## config.mk

```make
export PLATFORM = sky130hd
export DESIGN_NAME = cub_alu_arbiter_flat
export DESIGN_NICKNAME = d
export VERILOG_FILES = /design/src/rtl/cub_alu_arbiter_if.sv /design/src/rtl/cub_alu_arbiter.sv /design/src/flat_wrapper.sv
export SDC_FILE = /design/constraint.sdc
export NUM_CORES = 1
export LEC_CHECK = 0
export ABC_AREA = 1
export ABC_CLOCK_PERIOD_IN_PS = 8300
export BUFFER_PORTS_ARGS = -buffer_cell sky130_fd_sc_hd__buf_4
export CORE_MARGIN = 10
export CORE_UTILIZATION = 47
export CTS_CLUSTER_DIAMETER = 60
export DETAILED_ROUTE_END_ITERATION = 6
export PLACE_DENSITY_LB_ADDON = 0.12
export SETUP_SLACK_MARGIN = 0.15
export SYNTH_ARGS = -nofsm -noshare
export SYNTH_HDL_FRONTEND = slang
export SYNTH_SLANG_ARGS = --single-unit
```

## constraint.sdc

```tcl
create_clock -name clk -period 8.3 [get_ports clk]
set_clock_uncertainty 0.15 [all_clocks]
set_input_delay 1.66 -clock clk [delete_from_list [all_inputs] [get_ports clk]]
set_output_delay 1.66 -clock clk [all_outputs]
set_load 0.01 [all_outputs]
```

## src/rtl/cub_alu_arbiter_if.sv

```systemverilog
// Request/response channels between the two ALU requesters and cub_alu_arbiter.
// Port k of every packed vector lives at [k*W +: W].
interface cub_alu_arbiter_if #(
    parameter int ALU_OP_WIDTH = 7,
    parameter int TAG_W        = 4
);
    logic [1:0]                req_valid;
    logic [1:0]                req_ready;
    logic [2*ALU_OP_WIDTH-1:0] req_op;
    logic [63:0]               req_a;
    logic [63:0]               req_b;
    logic [9:0]                req_q;
    logic [2*TAG_W-1:0]        req_tag;
    logic [1:0]                rsp_valid;
    logic [1:0]                rsp_ready;
    logic [63:0]               rsp_data;
    logic [2*TAG_W-1:0]        rsp_tag;

    // Requester side
    modport master (
        output req_valid, req_op, req_a, req_b, req_q, req_tag, rsp_ready,
        input  req_ready, rsp_valid, rsp_data, rsp_tag
    );

    // Arbiter side
    modport slave (
        input  req_valid, req_op, req_a, req_b, req_q, req_tag, rsp_ready,
        output req_ready, rsp_valid, rsp_data, rsp_tag
    );
endinterface

```

## src/rtl/cub_alu_arbiter.sv

```systemverilog
// Shares one cub_arithmetic ALU between the scalar issue path (port 0) and the
// cflow engine (port 1). One op in flight per port; plain ops take one ALU
// cycle, truncating ops take two. Results are held in a per-port slot until
// the requester consumes them.
module cub_alu_arbiter #(
    parameter int                    ALU_OP_WIDTH = 7,
    parameter int                    TAG_W        = 4,
    parameter bit                    FIXED_PRIO   = 1'b0,
    // Truncating opcodes; values must match decode_param.v
    parameter logic [ALU_OP_WIDTH-1:0] ALU_ADDT8  = 7'd20,
    parameter logic [ALU_OP_WIDTH-1:0] ALU_SUBT8  = 7'd21,
    parameter logic [ALU_OP_WIDTH-1:0] ALU_ADDT16 = 7'd22,
    parameter logic [ALU_OP_WIDTH-1:0] ALU_SUBT16 = 7'd23
) (
    input  logic                    clk,
    input  logic                    rst,
    cub_alu_arbiter_if.slave        bus,
    output logic                    alu_enable,
    output logic [ALU_OP_WIDTH-1:0] alu_operator,
    output logic [31:0]             alu_operand_a,
    output logic [31:0]             alu_operand_b,
    output logic [4:0]              alu_truncate_Q,
    output logic                    alu_cflow_mode,
    output logic [1:0]              alu_vect_mode,
    input  logic [31:0]             alu_result_i,
    input  logic                    alu_ready_i,
    output logic                    busy,
    output logic                    protocol_err
);

    typedef enum logic [1:0] {
        IDLE  = 2'd0,
        EXEC  = 2'd1,
        TRUNC = 2'd2
    } state_t;

    state_t                  state_reg;
    logic                    last_grant_reg;
    logic [ALU_OP_WIDTH-1:0] iss_op_reg;
    logic [31:0]             iss_a_reg;
    logic [31:0]             iss_b_reg;
    logic [4:0]              iss_q_reg;
    logic [TAG_W-1:0]        iss_tag_reg;
    logic                    iss_port_reg;
    logic                    alu_enable_reg;
    logic                    busy_reg;
    logic                    protocol_err_reg;

    wire  [1:0]              pending;
    wire  [1:0]              rsp_valid_w;
    wire  [63:0]             rsp_data_w;
    wire  [2*TAG_W-1:0]      rsp_tag_w;

    logic                    iss_trunc;
    logic                    issue_free;
    logic                    capture;
    logic [1:0]              elig;
    logic [1:0]              grant;
    logic                    grant_port;
    logic [1:0]              pop;
    logic [ALU_OP_WIDTH-1:0] sel_op;
    logic [31:0]             sel_a;
    logic [31:0]             sel_b;
    logic [4:0]              sel_q;
    logic [TAG_W-1:0]        sel_tag;

    function automatic logic is_trunc(input logic [ALU_OP_WIDTH-1:0] op);
        return (op == ALU_ADDT8) || (op == ALU_SUBT8) ||
               (op == ALU_ADDT16) || (op == ALU_SUBT16);
    endfunction

    // Arbitration: a new op may enter the ALU only when the current one frees it
    // at this edge; round-robin favours the port that was not granted last.
    always_comb begin
        iss_trunc  = is_trunc(iss_op_reg);
        issue_free = (state_reg == IDLE) || (state_reg == EXEC && !iss_trunc) ||
                     (state_reg == TRUNC);
        capture    = (state_reg == EXEC && !iss_trunc) || (state_reg == TRUNC);
        elig       = bus.req_valid & ~pending;
        grant      = 2'b00;
        if (issue_free && !rst) begin
            if (elig == 2'b11) begin
                grant = (FIXED_PRIO || last_grant_reg) ? 2'b01 : 2'b10;
            end else begin
                grant = elig;
            end
        end
        grant_port = grant[1];
        pop        = rsp_valid_w & bus.rsp_ready;
        sel_op     = grant_port ? bus.req_op[ALU_OP_WIDTH +: ALU_OP_WIDTH] : bus.req_op[0 +: ALU_OP_WIDTH];
        sel_a      = grant_port ? bus.req_a[32 +: 32]   : bus.req_a[0 +: 32];
        sel_b      = grant_port ? bus.req_b[32 +: 32]   : bus.req_b[0 +: 32];
        sel_q      = grant_port ? bus.req_q[5 +: 5]     : bus.req_q[0 +: 5];
        sel_tag    = grant_port ? bus.req_tag[TAG_W +: TAG_W] : bus.req_tag[0 +: TAG_W];
    end

    // Sequencer: latches granted ops and walks them through EXEC (and TRUNC for
    // truncating ops); ALU enable and busy are registered alongside the state.
    always_ff @(posedge clk or posedge rst) begin
        if (rst) begin
            state_reg        <= IDLE;
            last_grant_reg   <= 1'b1;
            iss_op_reg       <= '0;
            iss_a_reg        <= '0;
            iss_b_reg        <= '0;
            iss_q_reg        <= '0;
            iss_tag_reg      <= '0;
            iss_port_reg     <= 1'b0;
            alu_enable_reg   <= 1'b0;
            busy_reg         <= 1'b0;
            protocol_err_reg <= 1'b0;
        end else begin
            if (|grant) begin
                iss_op_reg     <= sel_op;
                iss_a_reg      <= sel_a;
                iss_b_reg      <= sel_b;
                iss_q_reg      <= sel_q;
                iss_tag_reg    <= sel_tag;
                iss_port_reg   <= grant_port;
                last_grant_reg <= grant_port;
            end
            if (capture && !alu_ready_i) begin
                protocol_err_reg <= 1'b1;
            end
            case (state_reg)
                IDLE: begin
                    if (|grant) begin
                        state_reg      <= EXEC;
                        alu_enable_reg <= 1'b1;
                        busy_reg       <= 1'b1;
                    end
                end
                EXEC: begin
                    if (iss_trunc) begin
                        state_reg      <= TRUNC;
                        alu_enable_reg <= 1'b0;
                        busy_reg       <= 1'b1;
                    end else if (|grant) begin
                        state_reg      <= EXEC;
                        alu_enable_reg <= 1'b1;
                        busy_reg       <= 1'b1;
                    end else begin
                        state_reg      <= IDLE;
                        alu_enable_reg <= 1'b0;
                        busy_reg       <= 1'b0;
                    end
                end
                TRUNC: begin
                    if (|grant) begin
                        state_reg      <= EXEC;
                        alu_enable_reg <= 1'b1;
                        busy_reg       <= 1'b1;
                    end else begin
                        state_reg      <= IDLE;
                        alu_enable_reg <= 1'b0;
                        busy_reg       <= 1'b0;
                    end
                end
                default: begin
                    state_reg      <= IDLE;
                    alu_enable_reg <= 1'b0;
                    busy_reg       <= 1'b0;
                end
            endcase
        end
    end

    for (genvar gi = 0; gi < 2; gi++) begin : g_port
        logic             pending_reg;
        logic             rsp_valid_reg;
        logic [31:0]      rsp_data_reg;
        logic [TAG_W-1:0] rsp_tag_reg;

        // Per-port slot: pending blocks a second grant until the result is popped,
        // so a valid slot is never overwritten.
        always_ff @(posedge clk or posedge rst) begin
            if (rst) begin
                pending_reg   <= 1'b0;
                rsp_valid_reg <= 1'b0;
                rsp_data_reg  <= '0;
                rsp_tag_reg   <= '0;
            end else begin
                if (grant[gi]) begin
                    pending_reg <= 1'b1;
                end else if (pop[gi]) begin
                    pending_reg <= 1'b0;
                end
                if (capture && (iss_port_reg == 1'(gi))) begin
                    rsp_valid_reg <= 1'b1;
                    rsp_data_reg  <= alu_result_i;
                    rsp_tag_reg   <= iss_tag_reg;
                end else if (pop[gi]) begin
                    rsp_valid_reg <= 1'b0;
                end
            end
        end

        assign pending[gi]                    = pending_reg;
        assign rsp_valid_w[gi]                = rsp_valid_reg;
        assign rsp_data_w[gi*32 +: 32]        = rsp_data_reg;
        assign rsp_tag_w[gi*TAG_W +: TAG_W]   = rsp_tag_reg;
    end

    assign bus.req_ready   = grant;
    assign bus.rsp_valid   = rsp_valid_w;
    assign bus.rsp_data    = rsp_data_w;
    assign bus.rsp_tag     = rsp_tag_w;

    // ALU inputs come straight from the issue registers so they hold between ops
    assign alu_enable      = alu_enable_reg;
    assign alu_operator    = iss_op_reg;
    assign alu_operand_a   = iss_a_reg;
    assign alu_operand_b   = iss_b_reg;
    assign alu_truncate_Q  = iss_q_reg;
    assign alu_cflow_mode  = 1'b0;
    assign alu_vect_mode   = 2'b00;
    assign busy            = busy_reg;
    assign protocol_err    = protocol_err_reg;

endmodule

```

## src/flat_wrapper.sv

```systemverilog
// flat-port wrapper written by rule: the top's interface ports become plain ports
module cub_alu_arbiter_flat 
#(
    parameter int                    ALU_OP_WIDTH = 7,
    parameter int                    TAG_W        = 4,
    parameter bit                    FIXED_PRIO   = 1'b0,
                                                           
    parameter logic [ALU_OP_WIDTH-1:0] ALU_ADDT8  = 7'd20,
    parameter logic [ALU_OP_WIDTH-1:0] ALU_SUBT8  = 7'd21,
    parameter logic [ALU_OP_WIDTH-1:0] ALU_ADDT16 = 7'd22,
    parameter logic [ALU_OP_WIDTH-1:0] ALU_SUBT16 = 7'd23
)
  (clk, rst, alu_enable, alu_operator, alu_operand_a, alu_operand_b, alu_truncate_Q, alu_cflow_mode, alu_vect_mode, alu_result_i, alu_ready_i, busy, protocol_err, bus_req_valid, bus_req_op, bus_req_a, bus_req_b, bus_req_q, bus_req_tag, bus_rsp_ready, bus_req_ready, bus_rsp_valid, bus_rsp_data, bus_rsp_tag);
  cub_alu_arbiter_if #(.ALU_OP_WIDTH(ALU_OP_WIDTH), .TAG_W(TAG_W)) bus_i ();
  input  logic clk;
  input  logic rst;
  output logic alu_enable;
  output logic [ALU_OP_WIDTH-1:0] alu_operator;
  output logic [31:0] alu_operand_a;
  output logic [31:0] alu_operand_b;
  output logic [4:0] alu_truncate_Q;
  output logic alu_cflow_mode;
  output logic [1:0] alu_vect_mode;
  input  logic [31:0] alu_result_i;
  input  logic alu_ready_i;
  output logic busy;
  output logic protocol_err;
  input wire logic [$bits(bus_i.req_valid)-1:0] bus_req_valid;
  input wire logic [$bits(bus_i.req_op)-1:0] bus_req_op;
  input wire logic [$bits(bus_i.req_a)-1:0] bus_req_a;
  input wire logic [$bits(bus_i.req_b)-1:0] bus_req_b;
  input wire logic [$bits(bus_i.req_q)-1:0] bus_req_q;
  input wire logic [$bits(bus_i.req_tag)-1:0] bus_req_tag;
  input wire logic [$bits(bus_i.rsp_ready)-1:0] bus_rsp_ready;
  output wire logic [$bits(bus_i.req_ready)-1:0] bus_req_ready;
  output wire logic [$bits(bus_i.rsp_valid)-1:0] bus_rsp_valid;
  output wire logic [$bits(bus_i.rsp_data)-1:0] bus_rsp_data;
  output wire logic [$bits(bus_i.rsp_tag)-1:0] bus_rsp_tag;
  assign bus_i.req_valid = bus_req_valid;
  assign bus_i.req_op = bus_req_op;
  assign bus_i.req_a = bus_req_a;
  assign bus_i.req_b = bus_req_b;
  assign bus_i.req_q = bus_req_q;
  assign bus_i.req_tag = bus_req_tag;
  assign bus_i.rsp_ready = bus_rsp_ready;
  assign bus_req_ready = bus_i.req_ready;
  assign bus_rsp_valid = bus_i.rsp_valid;
  assign bus_rsp_data = bus_i.rsp_data;
  assign bus_rsp_tag = bus_i.rsp_tag;
  cub_alu_arbiter #(.ALU_OP_WIDTH(ALU_OP_WIDTH), .TAG_W(TAG_W), .FIXED_PRIO(FIXED_PRIO), .ALU_ADDT8(ALU_ADDT8), .ALU_SUBT8(ALU_SUBT8), .ALU_ADDT16(ALU_ADDT16), .ALU_SUBT16(ALU_SUBT16)) u_core (.clk(clk), .rst(rst), .bus(bus_i), .alu_enable(alu_enable), .alu_operator(alu_operator), .alu_operand_a(alu_operand_a), .alu_operand_b(alu_operand_b), .alu_truncate_Q(alu_truncate_Q), .alu_cflow_mode(alu_cflow_mode), .alu_vect_mode(alu_vect_mode), .alu_result_i(alu_result_i), .alu_ready_i(alu_ready_i), .busy(busy), .protocol_err(protocol_err));
endmodule
```

==> impl_results.md, run 1 <==
* CTS Buf Count at 17
* Vias in the first global route at 7,025
* Post-synthesis compound-gate area fraction at 0.0543
* Mapped cell area at ~0.0075 mm²
* Status: completed
* Syn. warnings at 0
* Slew @ Worst Pin at around 0.88 ns
* Share of layout cells above drive strength 1 at 0.296
* Largest family of logic cells by synthesized area: simple AND/OR/NAND/NOR gates
* First-iteration detailed-routing DRC count at 351
* Worst min-delay path class: register to register
* CTS clk-pin slew, worst paths at 0.06 ns
* Post-synthesis mux area share at 0
* Async set or reset register ratio after synthesis at 1.00
* Number of remaining DRC errors at 0
* CP Buf/Inv Count at 3
* H-tree Lvls at 4
* WL/cell at 15.3 µm
* Worst slack, placed at 3.35 ns
* Commonest non-fill, non-tap cell in the layout: nand2_1
* Setup CP Type: input port to primary output
* R2R depth at 10
* Max-slew headroom at 0.414
* Die Wd at 147 µm
* Max-cap violations at 0
* Core Footprint at approximately 0.016 mm²
* DRT Pass-1 Iters at 5
* Fin util at 0.692
* R2r endpoint: u_core.alu_operand_a[8]
* Avg Inst Size Synth at 7.44 µm²
* Largest net degree at the start of global routing at between 90 and 100
* CP endpoint kind: primary output
* Drt via density at 4.58
* DR vias at between 7,000 and 8,000
* First-pass GRT wire length at 37,600 µm
* Commonest cells after routing, fill and taps aside: 409 x nand2_1, 360 x buf_4, 207 x inv_1
* Hold-fix buffers, CTS at 0
* Die H at 147 µm
* CTS tree: built
* Initial core utilization at 0.478
* Max Freq at between 200 and 250 MHz
* Worst-path cell chain: buf_4, inv_6, nand3_2, nor2_1, buf_4
* Post-CTS Setup Bufs at 0
* Ys flop type: dfrtp_1
* Latest clock arrival within the worst-skew pair at about 0.42 ns
* Largest register FFs at between 60 and 70
* Ant diodes at 0
* Initial antenna violation count at 0
* Total routed wirelength at 24,000 µm
* Worst-case vdd ir drop at 0.169 mV
* Post-synth EDFFs at 0
* Final period util at 0.588
* Crit Path Max Fanout at 98
* Post-Synthesis Cells at ~1,000
* Row Count at 46
* Power per cell area at 352 mW/mm²
* Post-Synth XOR/XNOR Area at 0
* Adder-cell share of the synthesized area at 0
* Lkg Pwr at between 6 and 7 nW
* Area delta synth->final at 44.8%
* Worst Hold Depth at 1
* Sequential area share after synthesis at 0.538
* Tmin final at ~4.9 ns
* Synth cell types at 19
* Total track usage at 0.218
* RD Place Congestion at approximately 0.83
* Seq cells post-synth at 162
* Die ar. at 0.0215 mm²
* Min-delay src: u_core.state_reg[1]
* IO Port Bufs at 353
* Worst path max stage delay at between 0.5 and 0.6 ns
* Final ANT Viol Nets at 0
* CTS Root Cell: clkbuf_16
* IO Pins at about 360
* Post-cts resize count at 0
* Simple-gate share of the synthesized area at 0.270
* GRT Residual Overflow at 0
* Final hold vios at 0
* Post-Route Setup TNS at 0 ns
* Register-to-Register Setup Slack at ~5.3 ns
* Nets at approximately 1,500
* CP most frequent cell: buf_4
* RSZ-0062 raised after global routing: false
* CP Data Arrival Time at between 3 and 4 ns
* Setup violations, final at 0
* Max-slew violations at 0
* Crit path setup slack, layout at 3.42 ns
* Worst Setup Start Kind: input port
* Hold Path End: u_core.state_reg[1]
* Largest delay share family, worst path: buffers and inverters
* R2r startpoint: u_core.alu_operator[2]
* Crit path required time at ~6.5 ns
* Max clock buf depth at 2
* Post-DP HPWL at 18,100 µm
* Crit-path slowest cell: inv_6
* Sink Count at 162
[where the power goes]
group	internal [mW]	switching [mW]
registers	1.17	0.220
logic	0.739	0.900
clock network	0.486	0.323
[cell type report]
type | instances | area [µm²]
fill | 1359 | 4860
sequential | 162 | 4060
timing repair buffer | 360 | 2700
multi-input combinational | 590 | 2470
inverter | 210 | 793
clock buffer | 18 | 439
tap | 216 | 270
clock inverter | 14 | 180
[through the flow]
| step | hold slack (ns) | cells | instance area (µm²) | power [mW] |
|---|---|---|---|---|
| 3_5_place_dp | 0.317 | 1538 | 10300 | 3.06 |
| 6_report | 0.321 | 1570 | 10900 | 3.84 |
| 4_1_cts | 0.327 | 1570 | 10900 | 3.89 |
| 3_3_place_gp | 0.314 | 1538 | 10300 | 3.03 |
| 5_1_grt | 0.351 | 1570 | 10900 | 4.12 |
| 2_1_floorplan | 0.290 | 1014 | 7540 | 2.17 |
[kinds of logic (layout without fill, tap and decap cells)]
| group | count (synthesis) | after routing |
|---|---|---|
| flops | 162 | 162 |
| simple gates | 508 | 508 |
| buf+inv | 262 | 602 |
| other cells | 1 | 3 |
| compound gates | 79 | 79 |
[how the worst max path moves through the flow]
stage                     startpoint  cells after the start               end
after floorplan                  rst                      4  bus_req_ready[1]
after global placement           rst                      5  bus_req_ready[0]
after detailed placement         rst                      5  bus_req_ready[0]
after CTS                        rst                      5  bus_req_ready[0]
after global routing             rst                      5  bus_req_ready[0]
final                            rst                      5  bus_req_ready[0]
[routing by layer]
| metal | vias to the layer above | track usage | part of all wire |
|---|---|---|---|
| li1 | 3633 | - | - |
| met1 | 3239 | 0.247 | 0.39 |
| met2 | 280 | 0.362 | 0.49 |
| met3 | 41 | 0.0865 | 0.092 |
| met4 | 0 | 0.0856 | 0.028 |
| met5 | - | 0 | 0 |
[synthesized netlist by cell type, drive strengths merged (2+ instances only)]
library cell,instances,area (µm²)
nand2,409,1540
inv,210,788
dfrtp,161,4030
nand3,85,430
o21ai,76,380
buf,28,153
clkbuf,24,90.1
nor2,10,40.0
a21oi,2,21.3
nand3b,2,15.0
nand4,2,12.5
Note: power is estimated with default switching activity, not from simulation.
==> run 2: changes to the inputs <==
--- a/config.mk
+++ b/config.mk
@@ -6,10 +6,10 @@
 export NUM_CORES = 1
 export LEC_CHECK = 0
 export ABC_AREA = 1
-export ABC_CLOCK_PERIOD_IN_PS = 8300
+export ABC_CLOCK_PERIOD_IN_PS = 4300
 export BUFFER_PORTS_ARGS = -buffer_cell sky130_fd_sc_hd__buf_4
 export CORE_MARGIN = 10
-export CORE_UTILIZATION = 47
+export CORE_UTILIZATION = 42
 export CTS_CLUSTER_DIAMETER = 60
 export DETAILED_ROUTE_END_ITERATION = 6
 export PLACE_DENSITY_LB_ADDON = 0.12
==> constraint.sdc (replaced) <==
create_clock -name clk -period 4.3 [get_ports clk]
set_clock_uncertainty 0.15 [all_clocks]
set_input_delay 0.86 -clock clk [delete_from_list [all_inputs] [get_ports clk]]
set_output_delay 0.86 -clock clk [all_outputs]
set_load 0.01 [all_outputs]
==> run 2 against run 1 <==
Global-route usage decreased by 0.86 points; wire length is 6.1% higher; sequential cell count unchanged; sequential share of layout area is 0.12 points lower; clock power increased by 94%; die area grew 10%; combinational power grew 93%; non-clock buffer count rose by 4; power up 94%; worst hold slack got worse by 0.0023 ns; final area up 0.32%; highest routed layer unchanged.
==> impl_results.md, run 2 (synthesized netlist as in run 1, its figures left out) <==
* Status: completed
* Final ANT Viol Nets at 0
* Crit Path Max Fanout at 3
* Clock power frac at 0.212
* H-tree Lvls at 4
* Sink Count at about 160
* Row Count at 48
* Tmin final at 2.78 ns
* RD Place Congestion at around 0.82
* Placed inst area at 0.0103 mm²
* DR vias at approximately 7,200
* Total routed wirelength at 25,500 µm
* Die H at around 150 µm
* Max-cap violations at 0
* Fin Hold WS at 0.319 ns
* Sequential Power Share at 0.363
* First-pass GRT wire length at 39,600 µm
* Crit-path slowest cell: nor2_1
* DRT Pass-1 Iters at 4
* Ant diodes at 0
* First-iteration detailed-routing DRC count at between 400 and 500
* Lkg Pwr at between 6 and 7 nW
* Worst path max stage delay at 0.22 ns
* Total track usage at 0.210
* Final hold vios at 0
* Tot Pwr at around 7.4 mW
* CP endpoint kind: primary output
* Area delta synth->final at 45.3%
* Worst-path cell chain: buf_4, inv_1, nor2_1, a21oi_1, inv_1, nor2_1, buf_4
* Internal Power at 4.65 mW
* Post-DP HPWL at 19,000 µm
* CTS tree: built
* IO Port Bufs at roughly 350
* Largest register FFs at 64
* Max-slew headroom at 0.383
* Sw Pwr at 2.79 mW
* Switching share of power at 0.375
* Worst min-delay path class: register to register
* Worst-case vdd ir drop at about 0.36 mV
* CTS Buf Count at 17
* Largest net degree at the start of global routing at a little over 80
* CTS clk-pin slew, worst paths at 0.06 ns
* CTS Root Cell: clkbuf_16
* Power per cell area at 679 mW/mm²
* Max clock buf depth at 2
* Number of remaining DRC errors at 0
* Gate power share at 0.425
* Post-cts resize count at 0
* Vias in the first global route at slightly above 7,000
* Core Footprint at approximately 0.017 mm²
* Commonest cells after routing, fill and taps aside: 409 x nand2_1, 364 x buf_4, 207 x inv_1
* WL/cell at 16.1 µm
* Die Wd at 154 µm
* Die ar. at between 0.02 and 0.025 mm²
* Initial core utilization at 0.432
* Slew @ Worst Pin at around 0.9 ns
* Share of layout cells above drive strength 1 at 0.296
* Post-Route Setup TNS at 0 ns
* CP Data Arrival Time at about 1.8 ns
* Max-slew violations at 0
* Commonest non-fill, non-tap cell in the layout: nand2_1
* Worst slack, placed at ~1.5 ns
* Post-route design area at about 0.011 mm²
* Crit path required time at 3.29 ns
* Initial antenna violation count at 0
* Final period util at 0.646
* GRT Residual Overflow at 0
* Nets at 1,544
* Post-CTS Setup Bufs at 0
* Drt via density at 4.52
* Setup violations, final at 0
* Hold-fix buffers, CTS at 0
* Latest clock arrival within the worst-skew pair at about 0.42 ns
* Crit path setup slack, layout at 1.52 ns
* Setup CP Type: input port to primary output
* RSZ-0062 raised after global routing: false
* IO Pins at 357
* Worst Setup Start Kind: input port
* Max Freq at 360 MHz
==> run 2: per-layer routing <==
layer	up-vias	global-route usage	wire [µm]
li1	3646	-	-
met1	3219	0.243	10100
met2	267	0.347	12500
met3	29	0.0842	2260
met4	0	0.0675	516
met5	-	0	0
==> run 2: final timing paths <==
check / from / endpoint / slack, ns / depth (start not counted)
min reg2reg: u_core.state_reg[1] / u_core.state_reg[1] / 0.32 / 1
max reg2reg: u_core.alu_operator[2] / u_core.alu_operand_b[4] / 1.97 / 8
min: u_core.state_reg[1] / u_core.state_reg[1] / 0.32 / 1
min in group asynchronous: rst / u_core.alu_operator[3] / 0.52 / 3
max: bus_req_valid[1] / bus_req_ready[0] / 1.52 / 7
max in group asynchronous: rst / u_core.g_port[0].rsp_tag_reg[1] / 2.32 / 4
==> run 2: layout make-up <==
type	instances	area, µm²
Fill cell	1612	6470
Sequential cell	162	4060
Timing Repair Buffer	364	2730
Multi-Input combinational cell	590	2470
Inverter	210	792
Clock buffer	22	464
Tap cell	225	282
Clock inverter	10	150
==> run 2: worst max-delay path: cells and delay by family <==
family	cells	cell delay (ns)
AOI/OAI and AO/OA	1	0.18
buffers and inverters	4	0.44
and+or+nand+nor	2	0.27
==> run 2: power by group through the flow <==
stage               logic [mW]  registers, mW  clock network [mW]
floorplan                 1.25           2.98                   0
global placement          3.18           2.70                   0
detailed placement        3.24           2.70                   0
CTS                       3.24           2.71                1.60
global route              3.53           2.80                1.66
finish                    3.16           2.70                1.57
==> run 2: per-stage QoR <==
stage | util | cells
after floorplan | - | 1014
after detailed placement | 0.593 | 1551
after global routing | 0.628 | 1583
after CTS | 0.628 | 1583
after global placement | 0.593 | 1551
final | 0.628 | 1583
